## config.mk

```make
export PLATFORM = sky130hd
export DESIGN_NAME = systolic_output_seq
export DESIGN_NICKNAME = d
export VERILOG_FILES = /design/src/rtl/systolic_pkg.sv /design/src/rtl/systolic_output_seq.sv
export SDC_FILE = /design/constraint.sdc
export NUM_CORES = 1
export LEC_CHECK = 0
export CAP_MARGIN = 20
export CORE_MARGIN = 3
export CORE_UTILIZATION = 55
export DETAILED_ROUTE_END_ITERATION = 8
export DONT_BUFFER_PORTS = 1
export GPL_TIMING_DRIVEN = 0
export PLACE_DENSITY = 0.69
export SLEW_MARGIN = 5
export SYNTH_ARGS = -nofsm -noshare
export SYNTH_HDL_FRONTEND = slang
export SYNTH_SLANG_ARGS = --single-unit
```

## constraint.sdc

```tcl
create_clock -name clk -period 2.66 [get_ports clk]
set_clock_uncertainty 0.1 [all_clocks]
set_input_delay 0.532 -clock clk [delete_from_list [all_inputs] [get_ports clk]]
set_output_delay 0.532 -clock clk [all_outputs]
set_load 0.02 [all_outputs]
```

## src/rtl/systolic_pkg.sv

```systemverilog
`default_nettype none
//==============================================================================
// Module   : systolic_pkg
// Desc     : Shared state encoding and helpers for the systolic output path
//            (sequencer, output regfile, recompute-unit glue).
// Revision : 1.0 - initial release
//==============================================================================
package systolic_pkg;

    typedef enum logic [2:0] {
        S_IDLE   = 3'd0,
        S_SKEW   = 3'd1,
        S_SWEEP  = 3'd2,
        S_RECOMP = 3'd3,
        S_DONE   = 3'd4
    } seq_state_t;

    // The regfile has no write enable; index COLS addresses no entry.
    function automatic int unsigned park_idx(input int unsigned cols);
        return cols;
    endfunction

endpackage
`default_nettype wire

```

## src/rtl/systolic_output_seq.sv

```systemverilog
`default_nettype none
//==============================================================================
// Module   : systolic_output_seq
// Desc     : Captures skewed systolic-array bottom outputs into the output
//            regfile one column per cycle, skipping a BIST-faulty column and
//            patching it later from the BISR recompute unit.
// Revision : 1.0 - initial release
//==============================================================================
module systolic_output_seq
    import systolic_pkg::*;
#(
    parameter int COLS        = 4,
    parameter int WORD_SIZE   = 16,
    parameter int LATENCY     = 4,
    parameter int TIMEOUT     = 64,
    parameter int FAULT_COL_W = $clog2(COLS)
) (
    input  logic                      clk,
    input  logic                      rst,
    input  logic                      start,
    input  logic                      fault_valid,
    input  logic [FAULT_COL_W-1:0]    fault_col,
    input  logic [COLS*WORD_SIZE-1:0] bottom_out,
    input  logic [WORD_SIZE-1:0]      recomp_data,
    input  logic                      recomp_valid,
    output logic [COLS*WORD_SIZE-1:0] wr_data,
    output logic [COLS-1:0]           wr_idx,
    output logic                      busy,
    output logic                      done,
    output logic                      err
);

    localparam int C_CNT_W  = $clog2(LATENCY + 1);
    localparam int C_TCNT_W = $clog2(TIMEOUT + 1);
    localparam int C_COL_W  = $clog2(COLS + 1);

    localparam logic [C_CNT_W-1:0]  C_LAT      = C_CNT_W'(LATENCY);
    localparam logic [C_TCNT_W-1:0] C_TMO      = C_TCNT_W'(TIMEOUT);
    localparam logic [C_COL_W-1:0]  C_LAST_COL = C_COL_W'(COLS - 1);
    localparam logic [COLS-1:0]     C_PARK     = COLS'(park_idx(COLS));

    seq_state_t                r_state, w_state_nxt;
    logic [C_CNT_W-1:0]        r_cnt, w_cnt_nxt;
    logic [C_TCNT_W-1:0]       r_tcnt, w_tcnt_nxt, w_tcnt_inc;
    logic [C_COL_W-1:0]        r_col, w_col_nxt;
    logic                      r_fault_v, w_fault_v_nxt;
    logic [C_COL_W-1:0]        r_fault_col, w_fault_col_nxt;
    logic [COLS*WORD_SIZE-1:0] w_wr_data_nxt, w_recomp_bus;
    logic [COLS-1:0]           w_wr_idx_nxt;
    logic                      w_done_nxt, w_err_nxt;
    logic                      w_fault_ok;

    assign busy       = (r_state != S_IDLE);
    assign w_tcnt_inc = r_tcnt + C_TCNT_W'(1);
    // Out-of-range fault indices from BIST are treated as no fault at all.
    assign w_fault_ok = fault_valid && (int'(fault_col) < COLS);

    always_comb begin
        w_recomp_bus = '0;
        for (int i = 0; i < COLS; i++) begin
            if (r_fault_col == C_COL_W'(i)) begin
                w_recomp_bus[i*WORD_SIZE +: WORD_SIZE] = recomp_data;
            end
        end
    end

    always_comb begin
        w_state_nxt     = r_state;
        w_cnt_nxt       = r_cnt;
        w_tcnt_nxt      = r_tcnt;
        w_col_nxt       = r_col;
        w_fault_v_nxt   = r_fault_v;
        w_fault_col_nxt = r_fault_col;
        w_wr_data_nxt   = wr_data;
        w_wr_idx_nxt    = C_PARK;
        w_done_nxt      = 1'b0;
        w_err_nxt       = err;

        case (r_state)
            S_IDLE: begin
                if (start) begin
                    w_fault_v_nxt   = w_fault_ok;
                    w_fault_col_nxt = C_COL_W'(fault_col);
                    w_cnt_nxt       = C_CNT_W'(1);
                    w_err_nxt       = 1'b0;
                    w_state_nxt     = S_SKEW;
                end
            end

            S_SKEW: begin
                if (r_cnt == C_LAT) begin
                    w_col_nxt   = '0;
                    w_state_nxt = S_SWEEP;
                end else begin
                    w_cnt_nxt = r_cnt + C_CNT_W'(1);
                end
            end

            S_SWEEP: begin
                w_wr_data_nxt = bottom_out;
                w_wr_idx_nxt  = (r_fault_v && (r_col == r_fault_col)) ? C_PARK : COLS'(r_col);
                w_col_nxt     = r_col + C_COL_W'(1);
                if (r_col == C_LAST_COL) begin
                    w_tcnt_nxt  = '0;
                    w_state_nxt = r_fault_v ? S_RECOMP : S_DONE;
                end
            end

            S_RECOMP: begin
                w_tcnt_nxt = w_tcnt_inc;
                // A result arriving on the final allowed cycle still wins over the timeout.
                if (recomp_valid) begin
                    w_wr_data_nxt = w_recomp_bus;
                    w_wr_idx_nxt  = COLS'(r_fault_col);
                    w_state_nxt   = S_DONE;
                end else if (w_tcnt_inc == C_TMO) begin
                    w_err_nxt   = 1'b1;
                    w_state_nxt = S_DONE;
                end
            end

            S_DONE: begin
                w_done_nxt  = 1'b1;
                w_state_nxt = S_IDLE;
            end

            default: begin
                w_state_nxt = S_IDLE;
            end
        endcase
    end

    always_ff @(posedge clk) begin
        if (rst) begin
            r_state     <= S_IDLE;
            r_cnt       <= '0;
            r_tcnt      <= '0;
            r_col       <= '0;
            r_fault_v   <= 1'b0;
            r_fault_col <= '0;
            wr_data     <= '0;
            wr_idx      <= C_PARK;
            done        <= 1'b0;
            err         <= 1'b0;
        end else begin
            r_state     <= w_state_nxt;
            r_cnt       <= w_cnt_nxt;
            r_tcnt      <= w_tcnt_nxt;
            r_col       <= w_col_nxt;
            r_fault_v   <= w_fault_v_nxt;
            r_fault_col <= w_fault_col_nxt;
            wr_data     <= w_wr_data_nxt;
            wr_idx      <= w_wr_idx_nxt;
            done        <= w_done_nxt;
            err         <= w_err_nxt;
        end
    end

endmodule
`default_nettype wire

```

# Yosys cells after proc, flatten, opt, wreduce, memory -nomap -nowiden
# Cells that the tools add are included.
dict set report word_totals {
  register_bits 89
  elab_cells 74
}
dict set report op_classes {
  reduce_logical 15
  muxes 27
  n_addsub 3
  n_eq_ne 19
}
# operator n
set ops {}
lappend ops {{$pmux W64 S2} 1}
lappend ops {{$mux W16} 4}
lappend ops {{$mux W64} 1}
lappend ops {{$mux W3} 10}
lappend ops {{$pmux W3 S2} 3}
lappend ops {{$ne A2 B2 Y1 const B} 7}
lappend ops {{$pmux W7 S2} 1}
lappend ops {{$pmux W3 S4} 1}
lappend ops {{$eq A3 B2 Y1 const B} 3}
lappend ops {{$reduce_and A2 Y1} 4}
lappend ops {{$reduce_and A4 Y1} 2}
lappend ops {{$reduce_bool A2 Y1} 4}
lappend ops {{$add A7 B1 Y7 const B} 1}
lappend ops {{$eq A7 B7 Y1 const B} 1}
lappend ops {{$mux W7} 1}
lappend ops {{$add A3 B1 Y3 const B} 2}
lappend ops {{$eq A3 B3 Y1 const B} 2}
lappend ops {{$logic_not A3 Y1} 2}
lappend ops {{$eq A2 B2 Y1 const B} 2}
lappend ops {{$mux W1} 4}
lappend ops {{$eq A3 B1 Y1 const B} 1}
lappend ops {{$eq A3 B2 Y1} 1}
lappend ops {{$ne A3 B3 Y1 const B} 1}
lappend ops {{$reduce_and A3 Y1} 1}
lappend ops {{4 further kinds} 4}

# Logic depth before layout (Yosys ltp)
dict set report logic_depth {
  ltp_word 5
  depth_mapped 6
  mapped_depth_nobuf 6
}

# Worst setup path after synthesis
# Ideal clock, no wire load.
dict set report synth_path {
  path_kind {register to register}
  start {register r_col[0]}
  end {register r_state[1]}
  period_less_slack_ns 1.647
  t_arrival_ns 1.461
  setup_time_ns 0.086
  path_buffers 0
  stages_incl_launch_ff 6
  path_slack_ns 1.013
  path_cell_list {dfxtp_1 -> ha_1 -> ha_1 -> mux2_2 -> a221o_1 -> a211oi_1}
}
dict set report synth_via {
  elab_chain_cells 3
}
# item line
set synth_lines {}
lappend synth_lines {{start, declared} systolic_output_seq.sv:45} ;# logic [C_COL_W-1:0] r_col, w_col_nxt;
lappend synth_lines {{start signal, assigned} systolic_output_seq.sv:149} ;# r_col <= w_col_nxt;
lappend synth_lines {{$eq A3 B2 Y1} systolic_output_seq.sv:103} ;# if (r_col == C_LAST_COL) begin
lappend synth_lines {{$ne A2 B2 Y1 (no source line)} -}
lappend synth_lines {{$reduce_and A4 Y1 (no source line)} -}
lappend synth_lines {{end signal, assigned} systolic_output_seq.sv:146} ;# r_state <= w_state_nxt;
lappend synth_lines {{end, declared} systolic_output_seq.sv:42} ;# seq_state_t r_state, w_state_nxt;
# No other way between the ends.
# A chain may end at the register's enable or synchronous reset.

# Worst setup path in the final report
dict set report layout_path {
  start {register r_state[0]}
  end {output port busy}
}
dict set report layout_via {
  elab_chain_cells 1
}
# item line
set layout_lines {}
lappend layout_lines {{$reduce_bool A3 Y1} systolic_output_seq.sv:53} ;# assign busy = (r_state != S_IDLE);
lappend layout_lines {{end, declared} systolic_output_seq.sv:28} ;# output logic busy,
# No other way between the ends.

==> flow_summary.yaml <==
power:
  p_int_uw: 2860
  seqPwrFrac_pct: 48.6
  ir_worst_vdd_mv: 0.581
  comb_power_share_pct: 32.7
  sw_frac_of_total_pct: 44.7
  power_frac_clock_pct: 18.7
  total_power_uw: 5160
  switchingPower_uw: 2310
  power.density_nw_per_um2: 1150
  p_leak_uw: 0.00164
global_routing:
  grt_max_degree: 16
  grt_pass1_vias: 3710
  antenna_found_initial: 0
  overflow: 0
  track_usage_pct: 29.3
  grt_pass1_wl_um: 19900
routing:
  post_drt_wl_per_cell_um: 20.4
  dr.max_layer_used: "met4"
  wl_met2_um: 5480
  wl_um: 12800
  wl_met1_um: 5380
  routed_via_density: 6.30
  vias: 3962
  drt_iter0_markers: 263
  dr_wl_met3_um: 1530
  firstDrtPassIters: 5
  ant_nets: 0
  drc: 0
die:
  rows: 31
  die_y_um: 93.0
  dieArea_um2: 8660
  start_util_pct: 57.1
  fp.coreArea_um2: 7290
  ios: 158
  fp.dieW_um: 93.0
timing:
  fin_crit_ns: 2.01
  drv_slew: 0
  max_clock_freq_ghz: 0.497
  fin_setup_tns_ns: 0
  grt_setup_unrepaired: "false"
  period_share_pct: 75.7
  setup_violations: 0
  hold_viol_final: 0
  slew_headroom_pct: 61.7
  tightest_slew_ns: 0.575
clock_network:
  clk_path_buf_depth: 2
  tritoncts: "yes"
  cts-buffers-inserted: 9
  cts_max_level: 3
  root_buffer: "clkbuf_8"
  cts_resized: 0
  cts_sinks: 88
  insertion_delay_ns: 0.36
  post_cts_buffers: 0
  cts.clk_slew.worst_paths_ns: 0.10
  hold_buffers: 0
setup_path:
  critPathTopFamily: "simple AND/OR/NAND/NOR gates"
  worstReg2RegEnd: "r_state[1]"
  rrSetupSlack_ns: 0.84
  crit_end: "busy"
  cp.depth: 4
  reg2reg_depth: 5
  crit_fanout: 10
  path_buf_inv: 2
  criticalPathCategory: "flip-flop to output port"
  arrival_ns: 1.38
  required_ns: 2.03
  critPathLaunchType: "flip-flop"
  crit_path_cell_trace: "buf_4 -> buf_2 -> nor2_1 -> nand2_1"
  critPathLaunch: "r_state[0]"
  crit-reg2reg-launch: "r_col[0]"
  cp-end-kind: "output port"
  critPathSlowestCell: "dfxtp_1"
  critPathMaxStageDelay_ns: 0.31
place:
  port_buffers: 0
  gp_congestion: 0.845
  dp_hpwl_um: 9640
finish:
  n_fill_cell: 697
  diodes: 0
  area_growth_pct: 7.93
  drive_gt1_share_pct: 10.9
  finalNetCount: 617
run_status:
  status: "complete, no violations"
yosys:
  syn_area_per_cell_um2: 8.11
  yosysSeqAreaShare_pct: 42.3
  synth_ff_type: "dfxtp_1"
  async_flop_share_pct: 0
  synth_edf_count: 0
  syn_nets: 606
  ys_types: 45
  ys_ff_latch: 88
  synth_area_um2: 4170
  ys_warn_count: 0
  synthCells: 514
flow_run:
  cap_violations: 0
min_path:
  min_path_type: "input port to flip-flop"
[cell usage after synthesis (4+ instances only)]
cell type	n	area, µm²
ha_1	5	62.6
nor2_1	83	312
a311oi_1	68	596
nand4_1	17	106
nand3_1	55	275
mux2i_1	4	40.0
buf_4	10	75.1
buf_2	23	115
o21ai_0	4	20.0
a21oi_1	10	50.1
inv_1	7	26.3
clkbuf_1	18	67.6
dfxtp_1	88	1760
nor3_1	6	30.0
nand2_1	72	270
[cells in the final DEF (no fill, tap or decap), types with 2 or more instances in the layout]
cell	Yosys	routed
dfxtp_1	88	88
nor2_1	83	83
nand2_1	72	72
a311oi_1	68	68
nand3_1	55	55
buf_2	23	23
clkbuf_1	18	18
nand4_1	17	17
buf_4	10	10
a21oi_1	10	10
clkbuf_8	0	10
inv_1	7	7
nor3_1	6	6
ha_1	5	5
o21ai_0	4	4
mux2i_1	4	4
and2_1	3	3
nand3b_1	3	3
a22oi_1	3	3
a211oi_1	3	3
clkinv_4	0	3
or2_2	2	2
nor2b_1	2	2
xnor2_1	2	2
nor4b_1	2	2
a31oi_1	2	2
a221o_1	2	2
[power groups by stage]
stage	registers (µW)	clock network [µW]	logic, µW
after floorplan	2440	0	1360
after global placement	2540	0	1620
after detailed placement	2540	0	1670
after CTS	2510	967	1670
after global routing	2560	1030	1920
final	2510	964	1690
[sequential cells by signal, summed over array words and instances (netlist names)]
signal,flops
wr_data,64
r_tcnt,7
r_cnt,3
r_col,3
r_state,3
wr_idx,3
r_fault_col,2
done,1
err,1
r_fault_v,1
[cells by family after synthesis]
kind of cell	after synthesis	share of synthesized area, %
AOI/OAI and AO/OA	99	19.1
buffers and inverters	59	6.91
other	1	0.0900
muxes	5	1.23
xor gates and xnor gates	3	0.631
DFF	88	42.3
and+or+nand+nor	254	28.2
adders and majority gates	5	1.50
[routing by layer]
metal	GRT usage (%)	vias to the layer above
met5	0	-
met4	13.3	0
met3	9.33	35
met2	42.4	225
met1	39.8	1808
li1	-	1894
[worst min-delay path by stage]
stage	from	endpoint	cells after the start
floorplan	r_tcnt[6]	r_tcnt[6]	1
global placement	r_tcnt[6]	r_tcnt[6]	1
detailed placement	r_tcnt[6]	r_tcnt[6]	1
CTS	bottom_out[3]	wr_data[3]	2
global route	fault_valid	r_fault_v	2
finish	bottom_out[3]	wr_data[3]	2
[per-stage QoR]
step	area [µm²]	hold WS (ns)	setup WS, ns	util (%)	std cells
floorplan	4170	0.353	1.01	-	514
global placement	4290	0.384	0.866	58.8	613
detailed placement	4290	0.397	0.868	58.8	613
CTS	4500	0.215	0.653	61.7	629
global route	4500	0.208	0.604	61.7	629
finish	4500	0.213	0.648	61.7	629
[cell type report]
cell class	instances	area, µm²	share of cell area, %
Multi-Input combinational cell	367	2120	47.1
Tap cell	99	124	2.75
Inverter	7	26.3	0.584
Buffer	52	262	5.82
Clock inverter	6	68.8	1.53
Sequential cell	88	1760	39.2
Clock buffer	10	138	3.06
No activity file was read; power rests on OpenSTA's default activity.
